## config.mk

```make
export PLATFORM = sky130hd
export DESIGN_NAME = dino_sprite_fsm_flat
export DESIGN_NICKNAME = d
export VERILOG_FILES = /design/src/rtl/dino_pkg.sv /design/src/rtl/dino_sprite_fsm_if.sv /design/src/rtl/dino_anim_counter.sv /design/src/rtl/dino_sprite_fsm.sv /design/src/flat_wrapper.sv
export SDC_FILE = /design/constraint.sdc
export NUM_CORES = 1
export LEC_CHECK = 0
export BUFFER_PORTS_ARGS = -buffer_cell sky130_fd_sc_hd__buf_4
export CAP_MARGIN = 20
export CORE_MARGIN = 8
export CORE_UTILIZATION = 49
export CTS_CLUSTER_DIAMETER = 200
export CTS_CLUSTER_SIZE = 20
export DETAILED_ROUTE_END_ITERATION = 12
export GPL_TIMING_DRIVEN = 1
export PLACE_DENSITY = 0.75
export SYNTH_ARGS = -nofsm -noshare
export SYNTH_HDL_FRONTEND = slang
export SYNTH_HIERARCHICAL = 1
export SYNTH_SLANG_ARGS = --single-unit
```

## constraint.sdc

```tcl
create_clock -name clk -period 2.3 [get_ports clk]
set_input_delay 0.46 -clock clk [delete_from_list [all_inputs] [get_ports clk]]
set_output_delay 0.46 -clock clk [all_outputs]
set_load 0.01 [all_outputs]
```

## src/rtl/dino_pkg.sv

```systemverilog
// Shared dinosaur state and sprite codes, also used by the renderer and score logic.
package dino_pkg;

  typedef enum logic [2:0] {
    ST_IDLE = 3'd0,
    ST_RUN  = 3'd1,
    ST_DUCK = 3'd2,
    ST_JUMP = 3'd3,
    ST_DEAD = 3'd4
  } dino_state_e;

  localparam int unsigned SPR_IDLE = 6;
  localparam int unsigned SPR_DEAD = 2;
  localparam int unsigned SPR_JUMP = 3;

  function automatic logic is_anim(dino_state_e s);
    return (s == ST_RUN) || (s == ST_DUCK);
  endfunction

endpackage

```

## src/rtl/dino_sprite_fsm_if.sv

```systemverilog
// Bundle between physics/input logic (master) and the sprite-select FSM (slave).
interface dino_sprite_fsm_if #(
  parameter int unsigned SEL_W      = 4,
  parameter int unsigned RUN_FRAMES = 2
);
  localparam int unsigned FW = $clog2(RUN_FRAMES) + 1;

  logic             tick;
  logic             game_start;
  logic             restart;
  logic             airborne;
  logic             on_ground;
  logic             duck;
  logic             dead;
  logic [SEL_W-1:0] sprite_sel;
  logic [2:0]       state;
  logic [FW-1:0]    frame_idx;
  logic             frame_adv;

  modport master (
    output tick, game_start, restart, airborne, on_ground, duck, dead,
    input  sprite_sel, state, frame_idx, frame_adv
  );

  modport slave (
    input  tick, game_start, restart, airborne, on_ground, duck, dead,
    output sprite_sel, state, frame_idx, frame_adv
  );

endinterface

```

## src/rtl/dino_anim_counter.sv

```systemverilog
// Tick-driven run/duck animation counter: divides ticks by FRAME_DIV, wraps at RUN_FRAMES.
module dino_anim_counter #(
  parameter int unsigned RUN_FRAMES = 2,
  parameter int unsigned FRAME_DIV  = 6,
  localparam int unsigned FW        = $clog2(RUN_FRAMES) + 1
) (
  input  logic          clk,
  input  logic          rst_n,
  input  logic          tick,
  input  logic          enable,
  input  logic          clear,
  output logic [FW-1:0] frame_idx,
  output logic [FW-1:0] frame_nxt,
  output logic          frame_adv
);
  localparam int unsigned DivW = (FRAME_DIV > 1) ? $clog2(FRAME_DIV) : 1;

  logic [DivW-1:0] div_q, div_d;
  logic [FW-1:0]   frame_q;
  logic            adv_q, adv_d;

  always_comb begin
    div_d     = div_q;
    frame_nxt = frame_q;
    adv_d     = 1'b0;
    if (clear) begin
      div_d     = '0;
      frame_nxt = '0;
    end else if (enable && tick) begin
      if (div_q == DivW'(FRAME_DIV - 1)) begin
        div_d     = '0;
        adv_d     = 1'b1;
        frame_nxt = (frame_q == FW'(RUN_FRAMES - 1)) ? '0 : frame_q + FW'(1);
      end else begin
        div_d = div_q + DivW'(1);
      end
    end
  end

  always_ff @(posedge clk or negedge rst_n) begin
    if (!rst_n) begin
      div_q   <= '0;
      frame_q <= '0;
      adv_q   <= 1'b0;
    end else begin
      div_q   <= div_d;
      frame_q <= frame_nxt;
      adv_q   <= adv_d;
    end
  end

  assign frame_idx = frame_q;
  assign frame_adv = adv_q;

endmodule

```

## src/rtl/dino_sprite_fsm.sv

```systemverilog
// Registered dinosaur sprite-select FSM: IDLE/RUN/DUCK/JUMP/DEAD with animated run/duck legs.
module dino_sprite_fsm
  import dino_pkg::*;
#(
  parameter int unsigned SEL_W      = 4,
  parameter int unsigned RUN_FRAMES = 2,
  parameter int unsigned FRAME_DIV  = 6,
  parameter int unsigned RUN_BASE   = 8,
  parameter int unsigned DUCK_BASE  = 12
) (
  input logic              clk,
  input logic              rst_n,
  dino_sprite_fsm_if.slave bus
);
  localparam int unsigned FW = $clog2(RUN_FRAMES) + 1;

  dino_state_e      state_q, state_d;
  logic [SEL_W-1:0] sprite_q, sprite_d;
  logic [FW-1:0]    frame_nxt;
  logic             anim_en;
  logic             anim_clr;

  always_comb begin
    state_d = state_q;
    case (state_q)
      ST_IDLE: begin
        if (bus.dead)            state_d = ST_DEAD;
        else if (bus.game_start) state_d = ST_RUN;
      end
      ST_DEAD: begin
        if (bus.restart && !bus.dead) state_d = ST_IDLE;
      end
      default: begin
        // Neither airborne nor on_ground is the landing/take-off gap: hold.
        if (bus.dead)                       state_d = ST_DEAD;
        else if (bus.airborne)              state_d = ST_JUMP;
        else if (bus.on_ground && bus.duck) state_d = ST_DUCK;
        else if (bus.on_ground)             state_d = ST_RUN;
      end
    endcase
  end

  // Only count while the legs are actually moving on the ground; RUN<->DUCK keeps phase.
  assign anim_en  = is_anim(state_q) && bus.on_ground && !bus.airborne && !bus.dead;
  assign anim_clr = (is_anim(state_d) && !is_anim(state_q)) ||
                    ((state_q == ST_DEAD) && (state_d == ST_IDLE));

  dino_anim_counter #(
    .RUN_FRAMES(RUN_FRAMES),
    .FRAME_DIV (FRAME_DIV)
  ) u_anim (
    .clk      (clk),
    .rst_n    (rst_n),
    .tick     (bus.tick),
    .enable   (anim_en),
    .clear    (anim_clr),
    .frame_idx(bus.frame_idx),
    .frame_nxt(frame_nxt),
    .frame_adv(bus.frame_adv)
  );

  always_comb begin
    sprite_d = SEL_W'(SPR_IDLE);
    case (state_d)
      ST_RUN:  sprite_d = SEL_W'(RUN_BASE + 32'(frame_nxt));
      ST_DUCK: sprite_d = SEL_W'(DUCK_BASE + 32'(frame_nxt));
      ST_JUMP: sprite_d = SEL_W'(SPR_JUMP);
      ST_DEAD: sprite_d = SEL_W'(SPR_DEAD);
      default: sprite_d = SEL_W'(SPR_IDLE);
    endcase
  end

  always_ff @(posedge clk or negedge rst_n) begin
    if (!rst_n) begin
      state_q  <= ST_IDLE;
      sprite_q <= SEL_W'(SPR_IDLE);
    end else begin
      state_q  <= state_d;
      sprite_q <= sprite_d;
    end
  end

  assign bus.sprite_sel = sprite_q;
  assign bus.state      = state_q;

endmodule

```

## src/flat_wrapper.sv

```systemverilog
// flat-port wrapper written by rule: the top's interface ports become plain ports
module dino_sprite_fsm_flat import dino_pkg::*;
#(
  parameter int unsigned SEL_W      = 4,
  parameter int unsigned RUN_FRAMES = 2,
  parameter int unsigned FRAME_DIV  = 6,
  parameter int unsigned RUN_BASE   = 8,
  parameter int unsigned DUCK_BASE  = 12
)
  (clk, rst_n, bus_tick, bus_game_start, bus_restart, bus_airborne, bus_on_ground, bus_duck, bus_dead, bus_sprite_sel, bus_state, bus_frame_idx, bus_frame_adv);
  dino_sprite_fsm_if #(.SEL_W(SEL_W), .RUN_FRAMES(RUN_FRAMES)) bus_i ();
  input logic clk;
  input logic rst_n;
  input wire logic [$bits(bus_i.tick)-1:0] bus_tick;
  input wire logic [$bits(bus_i.game_start)-1:0] bus_game_start;
  input wire logic [$bits(bus_i.restart)-1:0] bus_restart;
  input wire logic [$bits(bus_i.airborne)-1:0] bus_airborne;
  input wire logic [$bits(bus_i.on_ground)-1:0] bus_on_ground;
  input wire logic [$bits(bus_i.duck)-1:0] bus_duck;
  input wire logic [$bits(bus_i.dead)-1:0] bus_dead;
  output wire logic [$bits(bus_i.sprite_sel)-1:0] bus_sprite_sel;
  output wire logic [$bits(bus_i.state)-1:0] bus_state;
  output wire logic [$bits(bus_i.frame_idx)-1:0] bus_frame_idx;
  output wire logic [$bits(bus_i.frame_adv)-1:0] bus_frame_adv;
  assign bus_i.tick = bus_tick;
  assign bus_i.game_start = bus_game_start;
  assign bus_i.restart = bus_restart;
  assign bus_i.airborne = bus_airborne;
  assign bus_i.on_ground = bus_on_ground;
  assign bus_i.duck = bus_duck;
  assign bus_i.dead = bus_dead;
  assign bus_sprite_sel = bus_i.sprite_sel;
  assign bus_state = bus_i.state;
  assign bus_frame_idx = bus_i.frame_idx;
  assign bus_frame_adv = bus_i.frame_adv;
  dino_sprite_fsm #(.SEL_W(SEL_W), .RUN_FRAMES(RUN_FRAMES), .FRAME_DIV(FRAME_DIV), .RUN_BASE(RUN_BASE), .DUCK_BASE(DUCK_BASE)) u_core (.clk(clk), .rst_n(rst_n), .bus(bus_i));
endmodule
```

==> reports/qor.csv, run 1 <==
metric,value,unit
core_area,0.00132,mm²
dp_hpwl,1080,µm
fp.dieH,54.0,µm
fin_util,66.7,%
antenna_found_initial,0,
cts_tree,done,
hold_viol_final,0,
clock.fmax,485,MHz
wire_per_inst,13.5,µm
syn_area_per_cell,10.4,µm²
clk_pin_slew,0.08,ns
rsz0062_at_grt,false,
overflow,0,
path_max_fanout,9,
via_count,551,
layout.nets,100,
grt_pass1_wl,2340,µm
first_global_vias,540,
power_leakage,0.423,nW
io_pins,19,
crit_required,2.47,ns
synth_area_leaders,"dfrtp_1 (39%), dfstp_2 (7.4%), nand2_1 (4.8%)",
route.detailed.drc,0,
cts_made_buffers,3,
cts-root-buf,clkbuf_4,
clock_sink_count,13,
worstRegToRegCells,7,
syn_nets,77,
clk_latency,0.27,ns
worstSetupPathType,register to register,
gp_congestion,0.818,
final.period_utilization,89.6,%
regToRegEndpoint,u_core/bus.sprite_sel[0]$_DFF_PN0_,
cp-start-kind,register,
grt_use_total,11.0,%
place_area,852,µm²
rr_startpoint,u_core/bus.state[0]$_DFF_PN0_,
post_cts.repair.setup_buffers,0,
cts_hold_buffers,0,
status,"finished, final reports clean",
htree_levels,1,
yosysTopAreaCellShare,39.0,%
ir_worst_vdd,373,µV
netlist_area,706,µm²
regToRegSetupSlack,0.24,ns
ctsResizeCount,0,
endpoint_kind,register,
initial_utilization,53.6,%
critical_path_arrival,2.23,ns
synth_warnings,6,
postRouteAntennaNets,0,
relSlewSlack,75.9,%
drive_above_1_share,42.2,%
clock_skew,0.00226,ns
num_antenna_cells,0,
powerDensity,603,mW/mm²
final_area,878,µm²
ys_ff_latch,13,
min_period,2.06,ns
hold_path.class,input port to asynchronous set/reset pin,
area_delta_synth_final,24.5,%
yosysTopAreaCell,dfrtp_1,
synth_cells,68,
drv_slew,0,
drt-initial-drc-count,8,
fin_tns_setup,0,ns
cap_violations,0,
drt_first_pass_iters,4,
die-area,0.00291,mm²
num_rows,13,
tightest_slew,0.362,ns
setup_viol,0,
via_per_inst,5.25,
io_buffers,18,
finalWirelength,1420,µm
ys_seq_area_share,46.5,%
ys_types,32,
grt_max_degree,14,
die_w,54.0,µm
ctsLongestPathBuffers,2,
## registers in the layout (all words and copies together) (netlist names)
signal / flops
u_core/u_anim/div_q: 3
u_core/u_anim/frame_idx: 2
u_core/u_anim/frame_adv: 1
u_core/bus.state: 3
u_core/bus.sprite_sel: 4
## routing by layer
metal  up-vias  GRT usage [%]  share of wire [%]
met5         -              0                  0
met2        14           17.6                 48
met1       261           12.2                 44
li1        272              -                  -
met3         4           4.13                6.6
met4         0           6.30                1.8
## cells in the mapped netlist (all sizes together)
library cell	instances
dfrtp	11
nand2	9
a21oi	7
nor2	5
inv	4
nor2b	4
nand2b	3
o21ai	3
buf	2
dfstp	2
or2	2
or3	2
a31oi	1
maj3	1
mux2	1
nand3	1
nor3	1
nor3b	1
nor4	1
o21a	1
o21ba	1
o221a	1
o22ai	1
or3b	1
xnor2	1
xor2	1
## cell usage in the layout, fill, tap and decap left out, drive strengths merged, types with 3 or more instances in the layout
cell type,instances
a21oi,7
buf,20
clkbuf,4
dfrtp,11
inv,4
nand2,9
nand2b,3
nor2,5
nor2b,4
o21ai,3
## per-stage QoR
stage	cells	hold WS [ns]	power (mW)	setup WS [ns]
after detailed placement	101	0.311	0.395	0.0953
after global placement	101	0.308	0.395	0.131
after CTS	105	0.0101	0.533	0.247
after floorplan	68	0.164	0.347	0.316
final	105	0.0102	0.529	0.238
after global routing	105	0.00424	0.562	0.0927
## worst max path at each step
stage	from	endpoint	slack, ns
3_3_place_gp	bus_airborne	u_core/bus.sprite_sel[0]$_DFF_PN0_	0.13
6_report	u_core/bus.state[0]$_DFF_PN0_	u_core/bus.sprite_sel[0]$_DFF_PN0_	0.24
2_1_floorplan	bus_airborne	u_core/bus.sprite_sel[0]$_DFF_PN0_	0.32
4_1_cts	u_core/bus.state[0]$_DFF_PN0_	u_core/bus.sprite_sel[0]$_DFF_PN0_	0.25
3_5_place_dp	bus_airborne	u_core/bus.sprite_sel[0]$_DFF_PN0_	0.1
5_1_grt	u_core/bus.state[0]$_DFF_PN0_	u_core/bus.sprite_sel[0]$_DFF_PN0_	0.09
## final cells by class
class,instances,area (µm²)
Tap cell,15,18.8
Multi-Input combinational cell,49,340
Sequential cell,13,328
Clock buffer,4,26.3
Timing Repair Buffer,20,150
Inverter,4,15.0
Fill cell,109,439
## critical path: stages, from the launching register on
cell	delay (ns)
dfrtp_1	0.51
xnor2_1	0.18
nor4_1	0.19
buf_4	0.17
nand3_2	0.12
nor3b_2	0.24
mux2_1	0.37
o21ba_1	0.18
## where the power goes
group          internal [mW]  switching [mW]
Sequential             0.246          0.0177
Combinational         0.0635          0.0633
Clock                 0.0672          0.0719
## cells by family (layout without fill, tap and decap cells)
family,Yosys count,count (layout),synth area share [%]
adders and majority gates,1,1,1.60
xor gates and xnor gates,2,2,2.48
muxes,1,1,1.60
buffers and inverters,6,28,5.32
and+or+nand+nor,30,30,25.0
DFF,13,13,46.5
AOI/OAI and AO/OA,15,15,17.6
No activity file was read; power rests on OpenSTA's default activity.
==> run 2, diff against run 1 <==
--- a/config.mk
+++ b/config.mk
@@ -5,15 +5,16 @@
 export SDC_FILE = /design/constraint.sdc
 export NUM_CORES = 1
 export LEC_CHECK = 0
+export ABC_AREA = 1
 export BUFFER_PORTS_ARGS = -buffer_cell sky130_fd_sc_hd__buf_4
 export CAP_MARGIN = 20
 export CORE_MARGIN = 8
-export CORE_UTILIZATION = 49
+export CORE_UTILIZATION = 48
 export CTS_CLUSTER_DIAMETER = 200
 export CTS_CLUSTER_SIZE = 20
 export DETAILED_ROUTE_END_ITERATION = 12
 export GPL_TIMING_DRIVEN = 1
-export PLACE_DENSITY = 0.75
+export PLACE_DENSITY = 0.74
 export SYNTH_ARGS = -nofsm -noshare
 export SYNTH_HDL_FRONTEND = slang
 export SYNTH_HIERARCHICAL = 1
==> reports/qor.csv, run 2 <==
metric,value,unit
status,"finished, final reports clean",
ys_ff_latch,13,
route.detailed.drc,0,
endpoint_kind,register,
rr_startpoint,u_core/bus.state[0]$_DFF_PN0_,
initial_utilization,51.7,%
cts_hold_buffers,0,
via_count,593,
antenna_found_initial,0,
layout.nets,111,
min_period,1.82,ns
finalWirelength,1460,µm
hold_path.class,input port to asynchronous set/reset pin,
grt_max_degree,14,
overflow,0,
power_leakage,0.441,nW
synth-main-ff-cell,dfrtp_1,
core_area,0.00130,mm²
area_delta_synth_final,26.8,%
fp.dieH,53.5,µm
crit_family,simple AND/OR/NAND/NOR gates,
synth_warnings,6,
synthMostInstantiatedCell,inv_1,
max_stage_delay,0.42,ns
async_flop_share,100,%
ys_types,19,
nFillCells,111,
setup_viol,0,
dp_hpwl,1180,µm
slowest_stage,dfrtp_1,
clk_pin_slew,0.07,ns
drt-initial-drc-count,8,
drive_above_1_share,38.6,%
gp_congestion,0.866,
crit_required,2.50,ns
yosysTopAreaCell,dfrtp_1,
crit_top_cell,inv_1,
cap_violations,0,
pre_cts_ws,0.478,ns
final_cell_mix,"buf_4 (18), inv_1 (15), dfrtp_1 (11), nand2_1 (9), nand3_1 (8)",
io_buffers,18,
die-area,0.00286,mm²
clk_latency,0.28,ns
ctsLongestPathBuffers,2,
die_w,53.5,µm
worstSetupPathType,register to register,
fin_tns_setup,0,ns
drt_first_pass_iters,4,
ir_worst_vdd,402,µV
path_buf_inv,3,
yosysTopAreaCellShare,40.9,%
grt_pass1_wl,2460,µm
largest_reg_flops,4,
num_rows,13,
synth_commonest_cells,"inv_1 (15), dfrtp_1 (11), nand2_1 (9)",
htree_levels,1,
syn_nets,88,
ctsResizeCount,0,
powerDensity,584,mW/mm²
final.period_utilization,79.3,%
drv_slew,0,
relSlewSlack,75.1,%
synth_edf_count,0,
cts-root-buf,clkbuf_4,
cts_made_buffers,3,
tightest_slew,0.370,ns
path_cells,inv_1 > nand2_2 > nand3_1 > nor4_1 > nand2_2 > inv_1 > a21oi_1 > nor2_1 > inv_1 > a21oi_1,
ys_seq_area_share,48.7,%
cts_tree,done,
startpoint,u_core/bus.state[0]$_DFF_PN0_,
netlist_area,673,µm²
io_pins,19,
num_antenna_cells,0,
via_per_inst,5.11,
cp-start-kind,register,
clock_skew,0.00143,ns
critical_path_arrival,2.02,ns
worst_slack,0.477,ns
clock.fmax,548,MHz
synth_area_leaders,"dfrtp_1 (41%), inv_1 (8.4%), dfstp_2 (7.8%)",
hold_viol_final,0,
post_cts.repair.setup_buffers,0,
wire_per_inst,12.6,µm
syn_area_per_cell,8.52,µm²
final_common_cell,buf_4,
grt_use_total,11.9,%
path_max_fanout,5,
clock_sink_count,13,
first_global_vias,582,
rsz0062_at_grt,false,
postRouteAntennaNets,0,
synth_cells,79,
[run 2: final cells by class]
type | instances | area, µm² | share of cell area, %
sequential | 13 | 328 | 38.4
multi-input combinational | 49 | 282 | 33.0
timing repair buffer | 18 | 135 | 15.8
inverter | 17 | 63.8 | 7.48
clock buffer | 4 | 26.3 | 3.08
tap | 15 | 18.8 | 2.20
[run 2: power by group]
group          switching [mW]  total (mW)  internal, mW
sequential            0.00910       0.251         0.241
clock                  0.0722       0.140        0.0674
combinational          0.0659       0.108        0.0418
[run 2: worst paths after layout]
check / end / slack, ns / cells past startpoint
worst min-delay path: u_core/bus.state[1]$_DFF_PN0_ / 0.004 / 1
max in group asynchronous: u_core/bus.sprite_sel[1]$_DFF_PN1_ / 2.07 / 1
min in group clk: u_core/u_anim/frame_adv$_DFF_PN0_ / 0.47 / 3
worst max-delay path: u_core/bus.sprite_sel[0]$_DFF_PN0_ / 0.48 / 10
worst max register to register: u_core/bus.sprite_sel[0]$_DFF_PN0_ / 0.48 / 10
worst min register to register: u_core/u_anim/frame_idx[1]$_DFF_PN0_ / 0.51 / 2
[run 2: kinds of logic (layout without fill, tap and decap cells)]
logic type	Yosys count	count (layout)	share of synthesized area (%)
AND/OR/NAND/NOR	38	38	33.1
buffers and inverters	17	39	9.48
flip-flops	13	13	48.7
AO/OA/AOI/OAI	11	11	8.74
[run 2: metrics by stage]
step	hold WS [ns]	power, mW	instance area [µm²]	utilization [%]	std cells
4_1_cts	0.0000491	0.504	853	65.6	116
2_1_floorplan	0.164	0.318	673	-	79
3_3_place_gp	0.307	0.360	827	63.6	112
3_5_place_dp	0.310	0.363	827	63.6	112
6_report	0.00387	0.498	853	65.6	116
5_1_grt	0.00279	0.527	853	65.6	116
[run 2: layer usage]
layer / part of all wire, % / GRT usage [%] / vias up
met3: 9.8 / 6.16 / 5
met4: 2.3 / 6.30 / 0
met2: 46 / 17.6 / 16
met5: 0 / 0 / -
met1: 42 / 13.7 / 273
li1: - / - / 299
==> run 3, diff against run 2 <==
==> constraint.sdc (replaced) <==
create_clock -name clk -period 1.85 [get_ports clk]
set_input_delay 0.37 -clock clk [delete_from_list [all_inputs] [get_ports clk]]
set_output_delay 0.37 -clock clk [all_outputs]
set_load 0.01 [all_outputs]
==> reports/qor.csv, run 3 (same netlist as run 2, synthesis figures left out) <==
metric,value,unit
cts-root-buf,clkbuf_4,
final_common_cell,buf_4,
final.period_utilization,93.3,%
power,0.632,mW
top_layer_used,met4,
core_area,0.00130,mm²
worstRegToRegCells,12,
postRouteAntennaNets,0,
p_clk_share,27.1,%
fp.dieH,53.5,µm
final_cell_mix,"buf_4 (20), inv_1 (13), nand2_1 (9), dfrtp_1 (9), nand3_1 (8)",
drive_above_1_share,45.2,%
finalWirelength,1530,µm
timing.hold.ws,0.387,ns
critical_path_arrival,1.92,ns
slowest_stage,dfrtp_2,
layout.cells.non_filler,119,
tightest_slew,0.323,ns
first_global_vias,602,
largest_reg_flops,4,
drv_slew,0,
status,"finished, final reports clean",
max_stage_delay,0.43,ns
clk_latency,0.27,ns
cts_made_buffers,3,
cp-start-kind,register,
power_leakage,0.451,nW
clock_sink_count,13,
io_buffers,18,
regToRegSetupSlack,0.12,ns
die_w,53.5,µm
powerDensity,707,mW/mm²
relSlewSlack,78.2,%
multi_input_area,295,µm²
gp_congestion,0.818,
setup_viol,0,
grt_max_degree,14,
cts_tree,done,
io_pins,19,
dpl.cell_count,112,
internal-power,0.445,mW
regToRegEndpoint,u_core/bus.sprite_sel[0]$_DFF_PN0_,
nFillCells,111,
path_max_fanout,5,
fin_tns_setup,0,ns
hold_path.class,input port to register,
ctsLongestPathBuffers,2,
clock_skew,0.00428,ns
regArea,330,µm²
drt-initial-drc-count,20,
via_count,627,
dr_wl_met2,713,µm
ir_worst_vdd,496,µV
wl_met1,671,µm
combinationalPowerShare,23.7,%
switchingPower,0.187,mW
num_rows,13,
layout.nets,114,
p_seq_share,49.2,%
overflow,0,
worstSetupPathType,register to register,
route.detailed.drc,0,
swShare,29.6,%
clk_pin_slew,0.08,ns
area_delta_synth_final,32.9,%
die-area,0.00286,mm²
min_to,u_core/bus.state[0]$_DFF_PN0_,
hold_viol_final,0,
grt_use_total,11.8,%
rr_startpoint,u_core/bus.state[0]$_DFF_PN0_,
clock.fmax,579,MHz
cap_violations,0,
via_per_inst,5.27,
min_period,1.73,ns
num_antenna_cells,0,
htree_levels,1,
dr_wl_met3,117,µm
drt_first_pass_iters,4,
endpoint_kind,register,
hp-start,bus_dead,
wire_per_inst,12.8,µm
path_cells,buf_4 > nor2_4 > nor2_2 > nand2_2 > nand4_2 > nand3_2 > nand2_1 > inv_2 > nand2_1 > nor2_2 > inv_1 > a21oi_1,
crit_required,2.05,ns
grt_pass1_wl,2520,µm
initial_utilization,51.7,%
holdPathStages,4,
antenna_found_initial,0,
dp_hpwl,1150,µm
run 3: changes by cell type in the layout (fill, tap and decap cells not counted):
cell	previous run	this run
inv_2	2	4
buf_4	18	20
dfrtp_1	11	9
inv_1	15	13
nor4_2	0	1
dfrtp_2	0	2
dlygate4sd3_1	0	1
nor4_1	2	1
nor2_4	1	2
nor2_1	4	3
run 3: worst max-delay path, delay by kind of cell, from the launching register on:
family / cells / cell delay [ns]
AOI/OAI and AO/OA: 1 / 0.14
buffers and inverters: 3 / 0.30
DFF: 1 / 0.43
and+or+nand+nor: 8 / 0.79
run 3: power by group through the flow:
| stage | Combinational [mW] | Sequential [mW] | Clock (mW) |
|---|---|---|---|
| after CTS | 0.135 | 0.312 | 0.177 |
| after detailed placement | 0.132 | 0.317 | 0 |
| after global placement | 0.131 | 0.317 | 0 |
| after floorplan | 0.0728 | 0.322 | 0 |
| after global routing | 0.165 | 0.313 | 0.195 |
| final | 0.150 | 0.311 | 0.171 |
run 3: repair_timing:
item,4_1_cts,5_1_grt
setup buffers,0,2
hold buffers,1,0
hold endpoints to repair,11,0
gates resized for setup,0,7
endpoints found under the setup margin,0,2
run 3: metrics by stage:
step,utilization [%],area [µm²],worst slack [ns]
after floorplan,-,673,0.286
after global placement,63.6,827,0.0402
after detailed placement,63.6,827,0.0475
after CTS,66.3,863,0.00965
after global routing,68.8,895,-0.0127
final,68.8,895,0.124
run 3: routing by layer:
layer | up-vias | global-route usage (%)
met1 | 290 | 13.8
met2 | 23 | 19.3
met3 | 6 | 3.64
li1 | 308 | -
met4 | 0 | 5.04
met5 | - | 0
run 3: how the worst max path moves through the flow:
stage | end | start | depth (start not counted) | slack, ns
after CTS | u_core/bus.sprite_sel[0]$_DFF_PN0_ | u_core/bus.state[0]$_DFF_PN0_ | 10 | 0.01
after detailed placement | u_core/bus.sprite_sel[0]$_DFF_PN0_ | u_core/bus.state[0]$_DFF_PN0_ | 10 | 0.05
after global placement | u_core/bus.sprite_sel[0]$_DFF_PN0_ | u_core/bus.state[0]$_DFF_PN0_ | 10 | 0.04
final | u_core/bus.sprite_sel[0]$_DFF_PN0_ | u_core/bus.state[0]$_DFF_PN0_ | 12 | 0.12
after global routing | u_core/bus.sprite_sel[0]$_DFF_PN0_ | u_core/bus.state[0]$_DFF_PN0_ | 12 | -0.01
after floorplan | u_core/bus.sprite_sel[0]$_DFF_PN0_ | u_core/bus.state[0]$_DFF_PN0_ | 10 | 0.29
run 3: layout make-up:
| type | instances | area share (%) |
|---|---|---|
| Tap cell | 15 | 2.10 |
| Clock buffer | 4 | 2.94 |
| Timing Repair Buffer | 21 | 17.9 |
| Inverter | 17 | 7.13 |
| Sequential cell | 13 | 36.9 |
| Multi-Input combinational cell | 49 | 33.0 |
